`config.mk`:
```
export PLATFORM = sky130hd
export DESIGN_NAME = msg_sequencer_flat
export DESIGN_NICKNAME = d
export VERILOG_FILES = /design/src/rtl/msg_sequencer_pkg.sv /design/src/rtl/msg_sequencer_if.sv /design/src/rtl/msg_sequencer_char_rom.sv /design/src/rtl/msg_sequencer.sv /design/src/flat_wrapper.sv
export SDC_FILE = /design/constraint.sdc
export NUM_CORES = 1
export LEC_CHECK = 0
export ABC_CLOCK_PERIOD_IN_PS = 2500
export CELL_PAD_IN_SITES_DETAIL_PLACEMENT = 0
export CELL_PAD_IN_SITES_GLOBAL_PLACEMENT = 2
export CORE_MARGIN = 4
export CORE_UTILIZATION = 31
export CTS_CLUSTER_SIZE = 16
export DETAILED_ROUTE_END_ITERATION = 8
export GPL_TIMING_DRIVEN = 0
export PLACE_DENSITY = 0.78
export SKIP_CTS_REPAIR_TIMING = 1
export SYNTH_ARGS = -nofsm -noshare
export SYNTH_HDL_FRONTEND = slang
export SYNTH_SLANG_ARGS = --single-unit
export TNS_END_PERCENT = 100
```
`constraint.sdc`:
```
create_clock -name clk -period 2.5 [get_ports clk]
set_clock_uncertainty 0.05 [all_clocks]
set_input_delay 0.5 -clock clk [delete_from_list [all_inputs] [get_ports clk]]
set_output_delay 0.5 -clock clk [all_outputs]
set_load 0.1 [all_outputs]
```
`src/rtl/msg_sequencer_pkg.sv`:
```
// Shared types and message contents for the message sequencer.
package msg_seq_pkg;

  typedef enum logic [1:0] {
    ST_IDLE = 2'd0,
    ST_SEND = 2'd1,
    ST_GAP  = 2'd2
  } state_t;

  typedef enum logic {
    MSG_A = 1'b0,
    MSG_B = 1'b1
  } msg_id_t;

  localparam int MSG_A_LEN = 9;
  localparam int MSG_B_LEN = 7;

  // 00/11 select MSG_A, 01/10 select MSG_B
  function automatic msg_id_t sel_to_msg(input logic [1:0] sel);
    return (sel[1] ^ sel[0]) ? MSG_B : MSG_A;
  endfunction

  // "Guatemala"
  function automatic logic [7:0] msg_a_char(input int unsigned i);
    case (i)
      0:       return 8'h47;
      1:       return 8'h75;
      2:       return 8'h61;
      3:       return 8'h74;
      4:       return 8'h65;
      5:       return 8'h6D;
      6:       return 8'h61;
      7:       return 8'h6C;
      8:       return 8'h61;
      default: return 8'h00;
    endcase
  endfunction

  // "Quetzal"
  function automatic logic [7:0] msg_b_char(input int unsigned i);
    case (i)
      0:       return 8'h51;
      1:       return 8'h75;
      2:       return 8'h65;
      3:       return 8'h74;
      4:       return 8'h7A;
      5:       return 8'h61;
      6:       return 8'h6C;
      default: return 8'h00;
    endcase
  endfunction

endpackage

```
`src/rtl/msg_sequencer_if.sv`:
```
// Control and character-bus signals between the sequencer and its environment.
interface msg_sequencer_if #(
  parameter int IDX_W = 4
);
  logic             start;
  logic             abort;
  logic [1:0]       msg_sel;
  logic             repeat_en;
  logic [7:0]       char_out;
  logic             char_valid;
  logic             char_ready;
  logic [IDX_W-1:0] char_idx;
  logic             busy;
  logic             done;

  // Sequencer side
  modport master (
    input  start, abort, msg_sel, repeat_en, char_ready,
    output char_out, char_valid, char_idx, busy, done
  );

  // Controller / sink side
  modport slave (
    output start, abort, msg_sel, repeat_en, char_ready,
    input  char_out, char_valid, char_idx, busy, done
  );
endinterface

```
`src/rtl/msg_sequencer_char_rom.sv`:
```
// Combinational message ROM: (message, index) -> (character, message length).
module msg_char_rom
  import msg_seq_pkg::*;
#(
  parameter int IDX_W = 4,
  parameter int LEN_W = 4
) (
  input  msg_id_t          sel_i,
  input  logic [IDX_W-1:0] idx_i,
  output logic [7:0]       char_o,
  output logic [LEN_W-1:0] len_o
);

  // Look up the character and the length of the selected message
  always_comb begin
    char_o = 8'h00;
    len_o  = '0;
    case (sel_i)
      MSG_A: begin
        char_o = msg_a_char(32'(idx_i));
        len_o  = LEN_W'(MSG_A_LEN);
      end
      MSG_B: begin
        char_o = msg_b_char(32'(idx_i));
        len_o  = LEN_W'(MSG_B_LEN);
      end
      default: begin
        char_o = 8'h00;
        len_o  = '0;
      end
    endcase
  end

endmodule

```
`src/rtl/msg_sequencer.sv`:
```
// Streams a stored ASCII message one character per handshake, with optional
// repeat separated by an idle gap. All outputs are registered.
module msg_sequencer
  import msg_seq_pkg::*;
#(
  parameter int GAP_CYCLES = 4,
  parameter int IDX_W      = 4,
  parameter int MAX_LEN    = 9
) (
  input  logic             clk,
  input  logic             reset,
  msg_sequencer_if.master  bus
);

  localparam int LEN_W = $clog2(MAX_LEN + 1);
  // Gap counter runs 0..GAP_CYCLES-1, so it never needs to hold GAP_CYCLES itself
  localparam int GAP_W = (GAP_CYCLES > 1) ? $clog2(GAP_CYCLES) : 1;
  localparam logic [GAP_W-1:0] GAP_LAST = GAP_W'((GAP_CYCLES > 0) ? GAP_CYCLES - 1 : 0);

  state_t           state_q;
  msg_id_t          sel_q;
  logic [LEN_W-1:0] len_q;
  logic [IDX_W-1:0] idx_q;
  logic [7:0]       char_q;
  logic             valid_q;
  logic             busy_q;
  logic             done_q;
  logic [GAP_W-1:0] gap_q;

  msg_id_t          rom_sel_d;
  logic [IDX_W-1:0] rom_idx_d;
  logic [7:0]       rom_char;
  logic [LEN_W-1:0] rom_len;
  logic             xfer;
  logic             last_char;

  // ROM address points at whatever character gets loaded on the next edge:
  // the newly selected message's char 0 from IDLE, the following char after a
  // mid-message handshake, and char 0 of the latched message otherwise.
  always_comb begin
    xfer      = valid_q & bus.char_ready;
    last_char = (32'(idx_q) + 32'd1 == 32'(len_q));
    rom_sel_d = (state_q == ST_IDLE) ? sel_to_msg(bus.msg_sel) : sel_q;
    rom_idx_d = (state_q == ST_SEND && !last_char) ? idx_q + 1'b1 : '0;
  end

  msg_char_rom #(
    .IDX_W (IDX_W),
    .LEN_W (LEN_W)
  ) u_rom (
    .sel_i  (rom_sel_d),
    .idx_i  (rom_idx_d),
    .char_o (rom_char),
    .len_o  (rom_len)
  );

  // Sequencer FSM with index and gap counters; char_q only changes when a new
  // character is loaded so it holds its last value while valid is low.
  always_ff @(posedge clk) begin
    if (reset) begin
      state_q <= ST_IDLE;
      sel_q   <= MSG_A;
      len_q   <= '0;
      idx_q   <= '0;
      char_q  <= 8'h00;
      valid_q <= 1'b0;
      busy_q  <= 1'b0;
      done_q  <= 1'b0;
      gap_q   <= '0;
    end else begin
      done_q <= 1'b0;
      case (state_q)
        ST_IDLE: begin
          if (bus.start && !bus.abort) begin
            sel_q   <= rom_sel_d;
            len_q   <= rom_len;
            idx_q   <= '0;
            char_q  <= rom_char;
            valid_q <= 1'b1;
            busy_q  <= 1'b1;
            state_q <= ST_SEND;
          end
        end

        ST_SEND: begin
          if (bus.abort) begin
            // A handshake in this same cycle still completes, but no done follows
            idx_q   <= '0;
            valid_q <= 1'b0;
            busy_q  <= 1'b0;
            state_q <= ST_IDLE;
          end else if (xfer) begin
            if (!last_char) begin
              idx_q  <= idx_q + 1'b1;
              char_q <= rom_char;
            end else begin
              done_q <= 1'b1;
              idx_q  <= '0;
              if (bus.repeat_en) begin
                if (GAP_CYCLES == 0) begin
                  char_q <= rom_char;
                end else begin
                  gap_q   <= '0;
                  valid_q <= 1'b0;
                  state_q <= ST_GAP;
                end
              end else begin
                valid_q <= 1'b0;
                busy_q  <= 1'b0;
                state_q <= ST_IDLE;
              end
            end
          end
        end

        ST_GAP: begin
          if (bus.abort) begin
            idx_q   <= '0;
            busy_q  <= 1'b0;
            state_q <= ST_IDLE;
          end else if (gap_q == GAP_LAST) begin
            idx_q   <= '0;
            char_q  <= rom_char;
            valid_q <= 1'b1;
            state_q <= ST_SEND;
          end else begin
            gap_q <= gap_q + 1'b1;
          end
        end

        default: begin
          idx_q   <= '0;
          valid_q <= 1'b0;
          busy_q  <= 1'b0;
          state_q <= ST_IDLE;
        end
      endcase
    end
  end

  assign bus.char_out   = char_q;
  assign bus.char_valid = valid_q;
  assign bus.char_idx   = idx_q;
  assign bus.busy       = busy_q;
  assign bus.done       = done_q;

endmodule

```
`src/flat_wrapper.sv`:
```
// flat-port wrapper written by rule: the top's interface ports become plain ports
module msg_sequencer_flat import msg_seq_pkg::*;
#(
  parameter int GAP_CYCLES = 4,
  parameter int IDX_W      = 4,
  parameter int MAX_LEN    = 9
)
  (clk, reset, bus_start, bus_abort, bus_msg_sel, bus_repeat_en, bus_char_ready, bus_char_out, bus_char_valid, bus_char_idx, bus_busy, bus_done);
  msg_sequencer_if #(.IDX_W(IDX_W)) bus_i ();
  input  logic clk;
  input  logic reset;
  input wire logic [$bits(bus_i.start)-1:0] bus_start;
  input wire logic [$bits(bus_i.abort)-1:0] bus_abort;
  input wire logic [$bits(bus_i.msg_sel)-1:0] bus_msg_sel;
  input wire logic [$bits(bus_i.repeat_en)-1:0] bus_repeat_en;
  input wire logic [$bits(bus_i.char_ready)-1:0] bus_char_ready;
  output wire logic [$bits(bus_i.char_out)-1:0] bus_char_out;
  output wire logic [$bits(bus_i.char_valid)-1:0] bus_char_valid;
  output wire logic [$bits(bus_i.char_idx)-1:0] bus_char_idx;
  output wire logic [$bits(bus_i.busy)-1:0] bus_busy;
  output wire logic [$bits(bus_i.done)-1:0] bus_done;
  assign bus_i.start = bus_start;
  assign bus_i.abort = bus_abort;
  assign bus_i.msg_sel = bus_msg_sel;
  assign bus_i.repeat_en = bus_repeat_en;
  assign bus_i.char_ready = bus_char_ready;
  assign bus_char_out = bus_i.char_out;
  assign bus_char_valid = bus_i.char_valid;
  assign bus_char_idx = bus_i.char_idx;
  assign bus_busy = bus_i.busy;
  assign bus_done = bus_i.done;
  msg_sequencer #(.GAP_CYCLES(GAP_CYCLES), .IDX_W(IDX_W), .MAX_LEN(MAX_LEN)) u_core (.clk(clk), .reset(reset), .bus(bus_i));
endmodule
```
==> impl_metrics.py <==
metrics = {
    "outcome": {
        "status": "finished clean",
    },
    "sta": {
        "period_share_pct": 97.3,
        "min_period_ps": 2430,
        "slew_viol_final": 0,
        "fin_setup_tns_ps": 0,
        "final.setup.worst_slack_ps": 66.5,
        "max_slew_margin_pct": 35.0,
        "max_slew.worst_pin.slew_ps": 972,
        "rsz0062_at_grt": "false",
        "hold_violations": 0,
        "timing.fmax_mhz": 411,
        "setup_viol": 0,
    },
    "synth": {
        "synth_area_per_cell_um2": 7.53,
        "synth_cells": 207,
        "syn_nets": 217,
        "synth_compound_area_share_pct": 31.6,
        "ys_seq_area_share_pct": 27.0,
        "synth_ff_type": "dfxtp_1",
        "ys_types": 50,
        "synth.area.mux_share_pct": 4.18,
        "synthTopCellsByArea": "dfxtp_1 (27%), a21oi_1 (6.1%), nand2_1 (4.3%)",
        "synthAdderAreaFrac_pct": 1.61,
        "yosysWarnings": 0,
        "synth_top_family_by_area": "compound AO/OA/AOI/OAI gates",
        "yosys.area.top_type": "dfxtp_1",
        "yosys.area.top_type_share_pct": 27.0,
        "synth_edf_count": 0,
        "syn-cell-area_um2": 1560,
        "synthArstFlopShare_pct": 0,
        "synth-seq-cells": 21,
        "synth_xor_area_share_pct": 4.50,
        "synth-simple-area-share_pct": 25.1,
    },
    "cells_and_area": {
        "final-seq-area_um2": 424,
        "final_common_cell": "clkdlybuf4s50_1",
        "stdcell_count": 301,
        "n_antenna_cell": 0,
        "utilization_pct": 40.4,
        "most-common-layout-cells": "clkdlybuf4s50_1 (20), a21oi_1 (19), nand2_1 (18), dfxtp_1 (18), nor2_1 (13)",
        "drive_above_1_share_pct": 10.3,
        "area_growth_syn_to_layout_pct": 24.2,
        "fillerInstances": 515,
        "finalNetCount": 245,
        "multi_input_comb_area_um2": 1070,
    },
    "worst_setup_path": {
        "reg2regPathDepth": 7,
        "setup.worst_path.class": "in -> reg",
        "r2r-start": "u_core.bus.char_idx[0]",
        "endpoint_kind": "register",
        "crit_fanout": 9,
        "r2r_slack_ps": 130,
        "crit_chain": "clkdlybuf4s50_1, xnor2_1, a21oi_1, o221ai_1, a32oi_1, a211oi_1",
        "startpoint": "bus_msg_sel[1]",
        "cp_slowest_cell": "a21oi_1",
        "cp_data_required_time_ps": 2580,
        "timing.rr.end": "u_core.bus.char_valid",
        "cp.arrival_ps": 2510,
        "start_kind": "primary input",
        "crit_end": "u_core.bus.char_out[0]",
        "slowest_delay_ps": 660,
    },
    "floorplanning": {
        "placement_rows": 25,
        "die-height_um": 78.9,
        "dieArea_um2": 6220,
        "io_pins": 23,
        "die_w_um": 78.9,
        "initial_core_util_pct": 32.5,
        "core_um2": 4790,
    },
    "clock_tree": {
        "worstSkewPairLatency_ps": 260,
        "htree_levels": 1,
        "clk_pin_slew_ps": 80,
        "clock_sinks": 21,
        "cts_tree": "done",
        "cts_buffers": 3,
        "clockBufferDepth": 2,
        "cts_root_buffer": "clkbuf_8",
    },
    "global_routing": {
        "grt_start_max_net_pins": 12,
        "grt_overflow": 0,
        "antenna_found_initial": 0,
        "grt_pass1_wl_um": 8140,
        "grt_usage_pct": 16.3,
        "grt_pass1_vias": 1597,
    },
    "power": {
        "pwr-share-clk_pct": 19.4,
        "leakagePower_uw": 0.000628,
        "p_sw_uw": 539,
        "combPwrFrac_pct": 47.4,
        "p_int_uw": 651,
        "ir_drop_mv": 0.345,
        "power.total_uw": 1190,
        "seqPwrFrac_pct": 33.2,
        "p_per_area_nw_per_um2": 615,
        "switching_share_pct": 45.3,
    },
    "place": {
        "place_hpwl_um": 3660,
        "io_buffers": 20,
        "gp_congestion": 0.890,
        "dp.cells": 294,
        "post-place-ws_ps": -157,
    },
    "routing": {
        "drc": 0,
        "routedWlPerCell_um": 16.1,
        "dr.pass1.iters": 4,
        "ant_nets": 0,
        "avgViaCountPerCell": 5.59,
        "vias": 1682,
        "drtIter0Drc": 116,
        "routed_wl_um": 4860,
    },
    "min_path": {
        "min_path_type": "reg -> reg",
    },
    "run": {
        "cap_violations": 0,
    },
}
[cells by family (layout without fill, tap and decap cells)]
family | after synthesis | count (layout)
other cells | 1 | 1
simple gates | 76 | 76
buf+inv | 22 | 49
xor+xnor | 8 | 8
fa+ha+maj | 2 | 2
flops | 21 | 21
compound gates | 71 | 71
mux | 6 | 6
[per-layer routing]
layer / vias to the layer above / share of wire, % / GRT usage [%]
li1: 826 / - / -
met1: 797 / 48 / 22.8
met2: 53 / 45 / 25.5
met3: 6 / 5.8 / 4.08
met4: 0 / 1.0 / 3.61
met5: - / 0 / 0
[power by group through the flow]
| stage | logic [uW] | registers [uW] | clock network (uW) |
|---|---|---|---|
| finish | 564 | 395 | 231 |
| global route | 603 | 400 | 253 |
| CTS | 551 | 394 | 236 |
| detailed placement | 549 | 402 | 0 |
| global placement | 545 | 401 | 0 |
| floorplan | 279 | 535 | 0 |
[cell type report]
type / count / area share [%]
Multi-Input combinational cell: 164 / 55.1
Sequential cell: 21 / 21.9
Timing Repair Buffer: 23 / 11.5
Tap cell: 67 / 4.33
Buffer: 14 / 3.23
Clock buffer: 4 / 2.33
Inverter: 8 / 1.55
[Yosys cell counts (all sizes together) (3+ instances only)]
master	n
o21a	3
or2	3
and2	3
nand2b	8
mux2i	5
nand2	18
nor3	5
o31ai	3
nand4	4
a31oi	5
nand3	11
clkbuf	10
buf	4
a311oi	3
o21ai	11
a211oi	5
nor2	13
dfxtp	21
a21oi	19
xnor2	6
o22ai	3
inv	7
o32ai	3
[registers in the layout, summed over array words and instances (netlist names)]
register               count
u_core.len_q               3
u_core.bus.busy            1
u_core.bus.char_out        7
u_core.gap_q               2
u_core.state_q             2
u_core.bus.done            1
u_core.bus.char_valid      1
u_core.bus.char_idx        4
[worst max-delay path, delay by kind of cell]
kind | cells | cell delay (ps)
AOI/OAI and AO/OA | 4 | 1450
xor gates and xnor gates | 1 | 150
buffers and inverters | 1 | 420
[metrics by stage]
| step | hold WS [ps] | instance area (um^2) |
|---|---|---|
| 2_1_floorplan | 398 | 1560 |
| 3_3_place_gp | 406 | 1850 |
| 3_5_place_dp | 422 | 1850 |
| 4_1_cts | 433 | 1890 |
| 5_1_grt | 449 | 1930 |
| 6_report | 429 | 1930 |
[how the worst min path moves through the flow]
| stage | start | end | slack, ps | depth (start not counted) |
|---|---|---|---|---|
| after CTS | u_core.gap_q[1] | u_core.gap_q[1] | 430 | 2 |
| after detailed placement | u_core.gap_q[1] | u_core.gap_q[1] | 420 | 2 |
| after global routing | u_core.gap_q[1] | u_core.gap_q[1] | 450 | 2 |
| after floorplan | u_core.gap_q[1] | u_core.gap_q[1] | 400 | 2 |
| final | u_core.bus.char_out[4] | u_core.bus.char_out[4] | 430 | 2 |
| after global placement | u_core.gap_q[1] | u_core.gap_q[1] | 410 | 2 |
(Power assumes the default switching activity.)
